### config.mk
export PLATFORM = sky130hd
export DESIGN_NAME = uart_rx_word
export DESIGN_NICKNAME = d
export VERILOG_FILES = /design/src/rtl/uart_rx_word.sv
export SDC_FILE = /design/constraint.sdc
export NUM_CORES = 1
export LEC_CHECK = 0
export CAP_MARGIN = 15
export CORE_AREA = 4 4 82 84
export DETAILED_ROUTE_END_ITERATION = 7
export DIE_AREA = 0 0 86 88
export MAX_ROUTING_LAYER = met4
export PLACE_DENSITY = 0.84
export SKIP_LAST_GASP = 1
export SYNTH_ARGS = -nofsm -noshare
export SYNTH_HDL_FRONTEND = slang
export SYNTH_SLANG_ARGS = --single-unit
### constraint.sdc
create_clock -name clk -period 3.94 [get_ports clk]
set_clock_uncertainty 0.2 [all_clocks]
set_input_delay 0.788 -clock clk [delete_from_list [all_inputs] [get_ports clk]]
set_output_delay 0.788 -clock clk [all_outputs]
set_load 0.005 [all_outputs]
### src/rtl/uart_rx_word.sv
// UART receive framer: samples each bit mid-period and packs four bytes into a 32-bit word.
// Define UART_RX_PARITY_EN to add an even-parity bit after the data bits.
module uart_rx_word #(
    parameter int CLKS_PER_BIT = 434
) (
    input  logic        clk,
    input  logic        reset,
    input  logic        uart_rx,
    output logic [31:0] word_out,
    output logic        word_valid,
    input  logic        word_ready,
    output logic        frame_err,
    output logic        parity_err,
    output logic        overrun
);
    localparam int            CW      = $clog2(CLKS_PER_BIT);
    localparam logic [CW-1:0] HALF_M1 = CW'(CLKS_PER_BIT / 2 - 1);
    localparam logic [CW-1:0] FULL_M1 = CW'(CLKS_PER_BIT - 1);

`ifdef UART_RX_PARITY_EN
    typedef enum logic [2:0] {IDLE, START, DATA, PARITY, STOP} state_t;
`else
    typedef enum logic [1:0] {IDLE, START, DATA, STOP} state_t;
`endif

    state_t        state, state_nxt;
    logic          sync1, rx_s, rx_prev;
    logic [CW-1:0] cnt;
    logic [2:0]    bit_idx;
    logic [7:0]    shreg;
    logic [1:0]    byte_cnt;
    logic [31:0]   asm_word;
    logic          tick_half, tick_full, stop_smp, perr, ferr, byte_ok;

    // rx_prev trails rx_s so only a genuine 1->0 transition starts a frame
    always_ff @(posedge clk or negedge reset) begin
        if (!reset) begin
            sync1   <= 1'b1;
            rx_s    <= 1'b1;
            rx_prev <= 1'b1;
        end else begin
            sync1   <= uart_rx;
            rx_s    <= sync1;
            rx_prev <= rx_s;
        end
    end

    assign tick_half = (cnt == HALF_M1);
    assign tick_full = (cnt == FULL_M1);

    always_ff @(posedge clk or negedge reset) begin
        if (!reset) state <= IDLE;
        else        state <= state_nxt;
    end

    always_comb begin
        state_nxt = state;
        stop_smp  = 1'b0;
        case (state)
            IDLE:   if (rx_prev && !rx_s) state_nxt = START;
            START:  if (tick_half) state_nxt = rx_s ? IDLE : DATA;
`ifdef UART_RX_PARITY_EN
            DATA:   if (tick_full && bit_idx == 3'd7) state_nxt = PARITY;
            PARITY: if (tick_full) state_nxt = STOP;
`else
            DATA:   if (tick_full && bit_idx == 3'd7) state_nxt = STOP;
`endif
            STOP: begin
                if (tick_full) begin
                    stop_smp  = 1'b1;
                    state_nxt = IDLE;
                end
            end
            default: state_nxt = IDLE;
        endcase
    end

`ifdef UART_RX_PARITY_EN
    logic par_bit;
    always_ff @(posedge clk or negedge reset) begin
        if (!reset)                            par_bit <= 1'b0;
        else if (state == PARITY && tick_full) par_bit <= rx_s;
    end
    assign perr = ^{shreg, par_bit};
`else
    assign perr = 1'b0;
`endif

    assign ferr    = ~rx_s;
    assign byte_ok = ~ferr & ~perr;

    always_ff @(posedge clk or negedge reset) begin
        if (!reset) begin
            cnt        <= '0;
            bit_idx    <= '0;
            shreg      <= '0;
            byte_cnt   <= '0;
            asm_word   <= '0;
            word_out   <= '0;
            word_valid <= 1'b0;
            frame_err  <= 1'b0;
            parity_err <= 1'b0;
            overrun    <= 1'b0;
        end else begin
            // Counter restarts at every sample point, so it is always the phase within a bit
            if (state == IDLE || (state == START && tick_half) || (state != START && tick_full))
                cnt <= '0;
            else
                cnt <= cnt + CW'(1);

            if (state == START) bit_idx <= '0;
            if (state == DATA && tick_full) begin
                shreg   <= {rx_s, shreg[7:1]};
                bit_idx <= bit_idx + 3'd1;
            end

            frame_err  <= stop_smp & ferr;
            parity_err <= stop_smp & perr;
            overrun    <= 1'b0;

            if (word_valid && word_ready) word_valid <= 1'b0;

            if (stop_smp) begin
                if (!byte_ok) begin
                    byte_cnt <= '0;
                    asm_word <= '0;
                end else if (byte_cnt == 2'd3) begin
                    byte_cnt <= '0;
                    asm_word <= '0;
                    if (!word_valid || word_ready) begin
                        word_out   <= {asm_word[31:8], shreg};
                        word_valid <= 1'b1;
                    end else begin
                        overrun <= 1'b1;
                    end
                end else begin
                    case (byte_cnt)
                        2'd0:    asm_word[31:24] <= shreg;
                        2'd1:    asm_word[23:16] <= shreg;
                        default: asm_word[15:8]  <= shreg;
                    endcase
                    byte_cnt <= byte_cnt + 2'd1;
                end
            end
        end
    end
endmodule

==> impl_results.md, run 1 <==
* DRT Pass-1 Iters at 4
* H-tree depth at 3
* Synthesized area per cell at 14.0 sq um
* Setup crit end: word_out[4]$_DFFE_PN0P_
* Number of global-route vias before repair at between 2000 and 2500
* Buffers added on ports at 38
* Crit start category: register
* Drt total wl at roughly 5900 um
* FMAX at 0.398 GHz
* Status: completed
* Clock Tree Buf Depth at 2
* Total negative slack at 0 ns
* Finished Cell Area at between 0.004 and 0.005 sq mm
* Nets at 298
* CTS resizes at 0
* Fraction of layout cells with a size suffix above 1 at a little under an eighth
* Postcts setup bufs at 0
* Design Power at 1730 uW
* Critical path buffers and inverters at 1
* Detailed-route via count at 2040
* Relative slew slack at 32.7%
* Synthesized Nets at between 200 and 300
* CTS tree: done
* Core area at approximately 0.0059 sq mm
* Top-count cell post-synth: dfrtp_1
* Hold Worst Slack at 0.158 ns
* Worst hold path class: register to register
* Io pins at 40
* Fillcell total at approximately 400
* Synth warn at 0
* Crit path capture type: register
* Slew Viols, Final at 0
* Die width at about 86 um
* Commonest cells in the netlist: dfrtp_1, mux2_1, a22o_1
* Die H at 88 um
* Via density at ~5.6
* R2R setup slack at 1.43 ns
* Fin crit period at 2.51 ns
* Fin util at 69.3%
* HPWL Detailed at 3970 um
* Main flop type after synthesis: dfrtp_1
* CTS sink count at between 80 and 90
* Antenna diodes at 0
* Placed Instance Area at between 0.003 and 0.004 sq mm
* FF-to-FF End: word_out[4]$_DFFE_PN0P_
* Worst EP required at roughly 4 ns
* Register area share after synthesis at 62.5%
* Site Rows at 28
* Synthesized area at roughly 0.0034 sq mm
* Cells on worst reg2reg path at 6
* Worst-path maximum fanout at 32
* Skew-Pair Late Insertion Delay at 0.35 ns
* Post-synth EDFFs at 0
* Critical path depth at 6
* Crit-path max cell delay at 0.52 ns
* Num CTS Buffers at 9
* Starting DRC count in detailed routing at 81
* Maximum capacitance violations at 0
* Area contributors post-synth: dfrtp_1, mux2_1, a22o_1
* Die area at 0.00757 sq mm
* First-pass GRT wire length at around 10000 um
* Area share of the largest cell type after synthesis at between 60 and 70%
* # DRC at 0
* Count of cell types in the netlist at 38
* RSZ-0062 raised after global routing: no
* Root buffer cell: clkbuf_8
* Routed len/inst at 16.2 um
* Worst path slowest cell: mux2_1
* Area Overhead vs Synth at 18.9%
* Register bit total from synthesis at 86
* GP Congestion at just over 0.8
* Arr. time, crit path at 2.54 ns
* LEAKAGE at 0.00203 uW
* Final Setup Violations at 0
* Cell taking the most area after synthesis: dfrtp_1
* CP startpoint: cnt[1]$_DFF_PN0_
* Pin count of the biggest net entering global routing at 87
* Initial antenna violation count at 0
* Clock Pin Slew Worst Setup and Hold Paths at 0.08 ns
* Largest delay contributor family on the critical path: simple AND/OR/NAND/NOR gates
* CP cell instances: inv_1 -> ha_1 -> and4bb_2 -> and3_4 -> nand4_4 -> mux2_1
* Pwr/cell area at about 420 mW/mm^2
* Period utilisation layout at between 60% and 70%
* Starting density of the core at 58.3%
* Total GRT Usage at a little under a fifth
* Grt total ovfl at 0
* Final hold violations at 0
* Critical path type: register to register
* R2r startpoint: cnt[1]$_DFF_PN0_
* CTS Hold Bufs at 0
* Gate Count Post-Synth at approximately 250
* Worst-margin pin slew at 1.01 ns
* Async set-reset flop share out of synthesis at between 90% and 100%
* VDD IR max at 0.000362 V
* Antenna Nets Post-Route at 0
[placed cells by master, fill, tap and decap left out, types with 4 or more instances in the layout]
master / instances
nand2_1: 7
xnor2_1: 5
clkbuf_8: 11
clkdlybuf4s50_1: 37
nor2_1: 15
mux2_2: 10
o21ai_0: 4
a22o_1: 24
mux2_1: 30
inv_1: 5
ha_1: 8
nand3_1: 5
dfrtp_1: 83
[flip-flops by register name, summed over array words and instances, names as in the netlist, named ones only]
register	count
state	1
byte_cnt	2
frame_err	1
word_out	32
word_valid	1
bit_idx	3
sync1	1
cnt	9
rx_prev	1
overrun	1
byte_ok	1
shreg	8
asm_word	24
[cell families after synthesis]
family,Yosys count,share of synthesized area (%)
xor gates and xnor gates,7,1.78
adders and majority gates,8,2.90
AOI/OAI and AO/OA,42,9.72
DFF,86,62.5
buffers and inverters,15,2.00
other,1,0.109
muxes,40,13.1
and+or+nand+nor,48,7.94
[report_power, final]
| part | switching (uW) | internal (uW) |
|---|---|---|
| clock | 298 | 392 |
| sequential | 34.0 | 910 |
| combinational | 57.9 | 41.7 |
| total | 390 | 1340 |
[through the flow]
| stage | worst slack (ns) | cells |
|---|---|---|
| global placement | 1.16 | 350 |
| floorplan | 1.97 | 247 |
| global route | 1.24 | 366 |
| finish | 1.43 | 366 |
| CTS | 1.39 | 366 |
| detailed placement | 1.14 | 350 |
[cell type report]
cell class / instances / area (sq um) / area share (%)
inverter: 5 / 18.8 / 0.458
timing repair buffer: 38 / 378 / 9.21
clock buffer: 11 / 151 / 3.69
sequential: 86 / 2160 / 52.6
tap: 75 / 93.8 / 2.29
clock inverter: 5 / 78.8 / 1.92
multi-input combinational: 146 / 1220 / 29.9
[worst min path at each step]
stage / startpoint / end / cells after the start
2_1_floorplan: sync1$_DFF_PN1_ / byte_ok$_DFF_PN1_ / 0
3_3_place_gp: sync1$_DFF_PN1_ / byte_ok$_DFF_PN1_ / 0
3_5_place_dp: sync1$_DFF_PN1_ / byte_ok$_DFF_PN1_ / 0
4_1_cts: sync1$_DFF_PN1_ / byte_ok$_DFF_PN1_ / 0
5_1_grt: sync1$_DFF_PN1_ / byte_ok$_DFF_PN1_ / 0
6_report: sync1$_DFF_PN1_ / byte_ok$_DFF_PN1_ / 0
[layer usage]
layer  share of wire [%]  global-route usage (%)  routed length [um]  up-vias
li1                    -                       -                   -      967
met1                  45                    22.2                2650     1024
met2                  49                    30.4                2930       38
met3                 3.8                    3.01                 222       11
met4                 2.0                    8.92                 117        0
met5                   0                       -                   0        -
(Power assumes the default switching activity.)
==> run 2: changes to the inputs <==
- CORE_AREA: 4 4 82 84 -> 4 4 85 87
- DIE_AREA: 0 0 86 88 -> 0 0 89 91
- PLACE_DENSITY: 0.84 -> 0.78
- clock period: 3.94 -> 2.53 ns (I/O delays scaled with it)
==> run 2 against run 1 <==
  * Sequential share of layout area down 0.064 points
  * Sequential cell count unchanged
  * Hold slack improved by 0.0013 ns
  * Clock power increased by 24%
  * First-iteration DRC count grew 17%
  * Combinational power is 65% higher
  * Worst setup slack worse by 1.2 ns
  * Register-to-register slack worse by 1.2 ns
  * Total power rose by 44%
  * Global-route usage fell by 1.2 points
  * Critical path depth unchanged
  * Die area rose by 7.0%
  * Critical path type unchanged
  * Critical endpoint is now word_out[29]$_DFFE_PN0P_
  * Largest cell class unchanged
  * Largest power group unchanged
  * Highest routed layer unchanged
==> impl_results.md, run 2 (synthesized netlist as in run 1, its figures left out) <==
* R2r startpoint: cnt[1]$_DFF_PN0_
* Status: completed
* Starting density of the core at a little over half
* Area Overhead vs Synth at 19.0%
* FF-to-FF End: word_out[29]$_DFFE_PN0P_
* Hold Crit Depth at 0
* Final Setup Violations at 0
* Placed Instance Area at 0.00390 sq mm
* Placed Cells at 354
* CTS tree: done
* Final hold violations at 0
* R2R setup slack at 0.23 ns
* Area of the multi-input gates at 0.00125 sq mm
* Crit start category: register
* Commonest cells after routing, fill and taps aside: dfrtp_1, clkdlybuf4s50_1, mux2_1, a22o_1, nor2_1
* Clock Tree Buf Depth at 2
* # DRC at 0
* Grt total ovfl at 0
* VDD IR max at 0.000406 V
* LEAKAGE at a little over 0.002 uW
* Io pins at 40
* Fin util at about two thirds
* CP startpoint: cnt[1]$_DFF_PN0_
* Num CTS Buffers at 9
* Fraction of layout cells with a size suffix above 1 at about an eighth
* Worst EP required at 2.57 ns
* FMAX at 0.435 GHz
* Register cell area after layout at between 0.002 and 0.0025 sq mm
* Total negative slack at 0 ns
* Crit-path max cell delay at 0.44 ns
* Buffers added on ports at 38
* Die width at about 90 um
* Nets at between 300 and 400
* Die area at 0.00810 sq mm
* Finished Cell Area at 0.00411 sq mm
* DRT Pass-1 Iters at 4
* Critical path type: register to register
* Cells on worst reg2reg path at 6
* Max FFs per register at 32
* Initial antenna violation count at 0
* First-pass GRT wire length at 10400 um
* Worst-path maximum fanout at 16
* Crit path capture type: register
* Number of global-route vias before repair at 2095
* Worst hold path class: register to register
* Post-route non-filler standard cell count at 372
* Skew-Pair Late Insertion Delay at 0.35 ns
* Largest register by flop count: word_out
* Hold Worst Slack at 0.160 ns
* Drt total wl at 6220 um
* Commonest non-fill, non-tap cell in the layout: dfrtp_1
* Fin crit period at 2.30 ns
* Maximum capacitance violations at 0
* Pwr/cell area at 607 mW/mm^2
* Starting DRC count in detailed routing at between 90 and 100
* Relative slew slack at slightly below 60%
* HPWL Detailed at 4150 um
* Detailed-route via count at approximately 2100
* Antenna diodes at 0
* CTS sink count at 86
* H-tree depth at 3
* Total GRT Usage at between 10% and 20%
* Period utilisation layout at around nine tenths
* Setup crit end: word_out[29]$_DFFE_PN0P_
* Core area at 0.00635 sq mm
* Pin count of the biggest net entering global routing at 51
* GP Congestion at 0.807
* Routed len/inst at 16.7 um
* Worst-margin pin slew at 0.628 ns
* Clock Pin Slew Worst Setup and Hold Paths at 0.09 ns
* Site Rows at 29
* Die H at 91 um
* RSZ-0062 raised after global routing: no
* Worst path slowest cell: mux2_1
* Arr. time, crit path at 2.34 ns
* CP cell instances: inv_1 -> ha_1 -> and4bb_2 -> and3_4 -> nand4_4 -> mux2_1
* Antenna Nets Post-Route at 0
* Via density at 5.62
* Largest registers: word_out x32, asm_word x24, cnt x9
* Fillcell total at 483
* Root buffer cell: clkbuf_8
* Slew Viols, Final at 0
-- run 2: through the flow --
| stage | setup slack (ns) | total power, uW |
|---|---|---|
| final | 0.230 | 2490 |
| after global routing | 0.0770 | 2620 |
| after CTS | 0.200 | 2520 |
| after detailed placement | -0.0331 | 1670 |
| after global placement | 0.00439 | 1660 |
| after floorplan | 0.561 | 1590 |
-- run 2: routing by layer --
metal | wire (um) | global-route usage [%] | vias to the layer above | share of wire, %
li1 | - | - | 981 | -
met1 | 2910 | 23.0 | 1060 | 47
met2 | 2960 | 25.8 | 42 | 48
met3 | 265 | 3.80 | 7 | 4.3
met4 | 88 | 6.70 | 0 | 1.4
met5 | 0 | - | - | 0
-- run 2: final cells by class --
class | count | area share, %
Multi-Input combinational cell | 147 | 30.3
Timing Repair Buffer | 41 | 10.1
Clock inverter | 7 | 1.22
Inverter | 5 | 0.457
Clock buffer | 9 | 3.02
Tap cell | 77 | 2.35
Sequential cell | 86 | 52.5
-- run 2: what timing repair did --
| action | 4_1_cts | 5_1_grt |
|---|---|---|
| hold endpoints to repair | 33 | 0 |
| hold buffers | 1 | 0 |
| buffers inserted | 0 | 0 |
| endpoints found under the setup margin | 30 | 0 |
| gates resized for setup | 1 | 0 |
-- run 2: worst min-delay path by stage --
stage	to	from	slack [ns]
after floorplan	async pin	reset	0.01
after global placement	byte_ok$_DFF_PN1_	sync1$_DFF_PN1_	0.15
after detailed placement	byte_ok$_DFF_PN1_	sync1$_DFF_PN1_	0.15
after CTS	byte_ok$_DFF_PN1_	sync1$_DFF_PN1_	0.16
after global routing	byte_ok$_DFF_PN1_	sync1$_DFF_PN1_	0.17
final	byte_ok$_DFF_PN1_	sync1$_DFF_PN1_	0.16
-- run 2: critical path, delay by kind of cell, from the launching register on --
| family | cells | cell delay (ns) |
|---|---|---|
| adders and majority gates | 1 | 0.14 |
| buffers and inverters | 1 | 0.09 |
| muxes | 1 | 0.44 |
| and+or+nand+nor | 3 | 0.91 |
| DFF | 1 | 0.41 |
-- run 2: report_power, final --
group	switching, uW	internal, uW	total, uW
Sequential	55.6	1420	1470
Clock	498	357	856
Combinational	92.0	72.2	164
==> run 3: changes to the inputs <==
- CORE_AREA: 4 4 85 87 -> 4 4 89 91
- DIE_AREA: 0 0 89 91 -> 0 0 93 95
- PLACE_DENSITY: 0.78 -> 0.75
- clock period: 2.53 -> 1.92 ns (I/O delays scaled with it)
==> run 3 against run 2 <==
  * The run now ends with setup timing left
  * Non-clock buffer count up 34
  * Routed wire length is 12% higher
  * Cell area grew 11%
  * Global-route usage is 0.47 points higher
  * Sequential power is 30% higher
  * Maximum frequency rose by 14%
  * Clock power up 48%
  * Utilization decreased by 0.84 points
  * First-iteration DRC count fell by 35%
  * Largest power group unchanged
  * Highest routed layer unchanged
==> impl_results.md, run 3 (synthesized netlist as in run 1, its figures left out) <==
* Worst path slowest cell: dfrtp_1
* Antenna Nets Post-Route at 0
* CP cell instances: inv_2 -> ha_4 -> and4bb_2 -> and3_4 -> nand4_4 -> buf_12 -> mux2_1
* CTS tree: done
* LEAKAGE at ~0.0022 uW
* Sequential Power Share at 52.1%
* Skew-Pair Late Insertion Delay at 0.36 ns
* Area Overhead vs Synth at 32.1%
* Placed Instance Area at 0.00417 sq mm
* Arr. time, crit path at approximately 2.1 ns
* Crit start category: register
* Die width at between 90 and 100 um
* Fraction of layout cells with a size suffix above 1 at approximately 25%
* Detailed-route via count at 2229
* Final hold violations at 0
* Pre-CTS worst setup slack at -0.147 ns
* Commonest non-fill, non-tap cell in the layout: dfrtp_1
* First-pass GRT wire length at 11800 um
* Num CTS Buffers at 9
* Sw frac at 25.5%
* Gate power share at 13.3%
* Period utilisation layout at 105%
* Maximum capacitance violations at 0
* Fillcell total at between 500 and 600
* Crit path capture type: register
* # DRC at 0
* Site Rows at 31
* H-tree depth at 3
* Int Power at approximately 2700 uW
* Largest register by flop count: word_out
* Nets at between 300 and 400
* Max FFs per register at 32
* Register cell area after layout at approximately 0.0022 sq mm
* Initial antenna violation count at 0
* Failing checks: setup timing
* Io pins at 40
* Slew Viols, Final at 0
* Status: finished with violations
* R2R setup slack at -0.10 ns
* Core area at between 0.007 and 0.008 sq mm
* Fin util at 63.8%
* GP Congestion at 0.797
* HPWL Detailed at ~4800 um
* Drt total wl at between 6000 and 7000 um
* RSZ-0062 raised after global routing: yes
* Clock power frac at about a third
* Total negative slack at -2.97 ns
* DRT Pass-1 Iters at 4
* CTS sink count at 86
* Grt total ovfl at 0
* Die H at ~95 um
* Pwr/cell area at 803 mW/mm^2
* FMAX at 0.495 GHz
* Largest registers: word_out x32, asm_word x24, cnt x9
* Root buffer cell: clkbuf_8
* Fin crit period at 2.02 ns
* Finished Cell Area at 0.00456 sq mm
* Starting DRC count in detailed routing at 62
* Worst-path maximum fanout at 20
* Antenna diodes at 0
* Pin count of the biggest net entering global routing at 32
* Setup ws final at -0.102 ns
* Commonest cells after routing, fill and taps aside: dfrtp_1, clkdlybuf4s50_1, mux2_1, buf_4, a22o_1
* Worst EP required at 1.95 ns
* Buffers added on ports at 38
* Total GRT Usage at between 10% and 20%
* Clock Tree Buf Depth at 2
* Via density at between 5 and 6
* Crit-path max cell delay at 0.40 ns
* Critical path type: register to register
* Switching power at just over 900 uW
* Area of the multi-input gates at approximately 0.0013 sq mm
* Starting density of the core at just under 50%
* Number of global-route vias before repair at 2396
* Clock Pin Slew Worst Setup and Hold Paths at 0.08 ns
* VDD IR max at 0.000442 V
* Routed len/inst at 16.3 um
* Worst hold path class: register to register
* Die area at 0.00884 sq mm
* Final Setup Violations at between 50 and 60
[run 3: cell count changes in the layout (fill, tap and decap cells not counted), sizes merged]
cell | before | now
bufinv | 0 | 1
nand4 | 2 | 1
clkinvlp | 3 | 2
buf | 3 | 37
inv | 6 | 7
clkinv | 3 | 1
[run 3: final cells by class]
class	count	share of cell area (%)
flip-flops and latches	86	47.3
inverters	5	0.412
repair buffers	75	16.2
multi-input cells	146	29.0
clock inverters	6	1.57
clock buffers	9	2.72
well taps	99	2.72
[run 3: worst max-delay path, delay by kind of cell (launching register included)]
kind / cells / cell delay [ns]
adder cells (fa/ha/maj): 1 / 0.11
buffers and inverters: 2 / 0.27
flip-flops: 1 / 0.40
multiplexers: 1 / 0.32
AND/OR/NAND/NOR: 3 / 0.59
[run 3: worst paths after layout]
| kind | from | end | depth (start not counted) |
|---|---|---|---|
| hold / removal | sync1$_DFF_PN1_ | byte_ok$_DFF_PN1_ | 0 |
| setup / recovery | cnt[1]$_DFF_PN0_ | word_out[16]$_DFFE_PN0P_ | 7 |
| hold reg to reg | sync1$_DFF_PN1_ | byte_ok$_DFF_PN1_ | 0 |
| max in group asynchronous | reset | sync1$_DFF_PN1_ | 3 |
| min in group asynchronous | reset | word_out[27]$_DFFE_PN0P_ | 2 |
| setup reg to reg | cnt[1]$_DFF_PN0_ | word_out[16]$_DFFE_PN0P_ | 7 |
[run 3: through the flow]
step,power [uW],hold slack [ns],instances
CTS,3590,0.153,423
global route,3840,0.164,426
finish,3660,0.158,426
detailed placement,2300,0.148,402
global placement,2300,0.145,402
floorplan,2090,-0.112,247
[run 3: power by group through the flow]
stage          Combinational [uW]  Clock [uW]  Sequential, uW
2_1_floorplan                 138           0            1960
3_3_place_gp                  367           0            1930
3_5_place_dp                  371           0            1930
4_1_cts                       403        1290            1900
5_1_grt                       549        1380            1910
6_report                      486        1270            1910
[run 3: per-layer routing]
layer	vias to the layer above	track usage (%)	part of all wire, %	routed length, um
met5	-	-	0	0
met4	0	5.01	1.2	83
met3	11	4.54	4.2	289
met1	1134	22.1	42	2940
met2	44	28.9	52	3630
li1	1040	-	-	-
[run 3: repair_timing]
action | CTS | global route
pin swaps | 2 | 4
setup endpoints to repair | 66 | 78
buffers inserted | 6 | 3
resized for setup | 12 | 18
hold buffers | 1 | 0
hold endpoints to repair | 29 | 0
gates cloned | 0 | 1
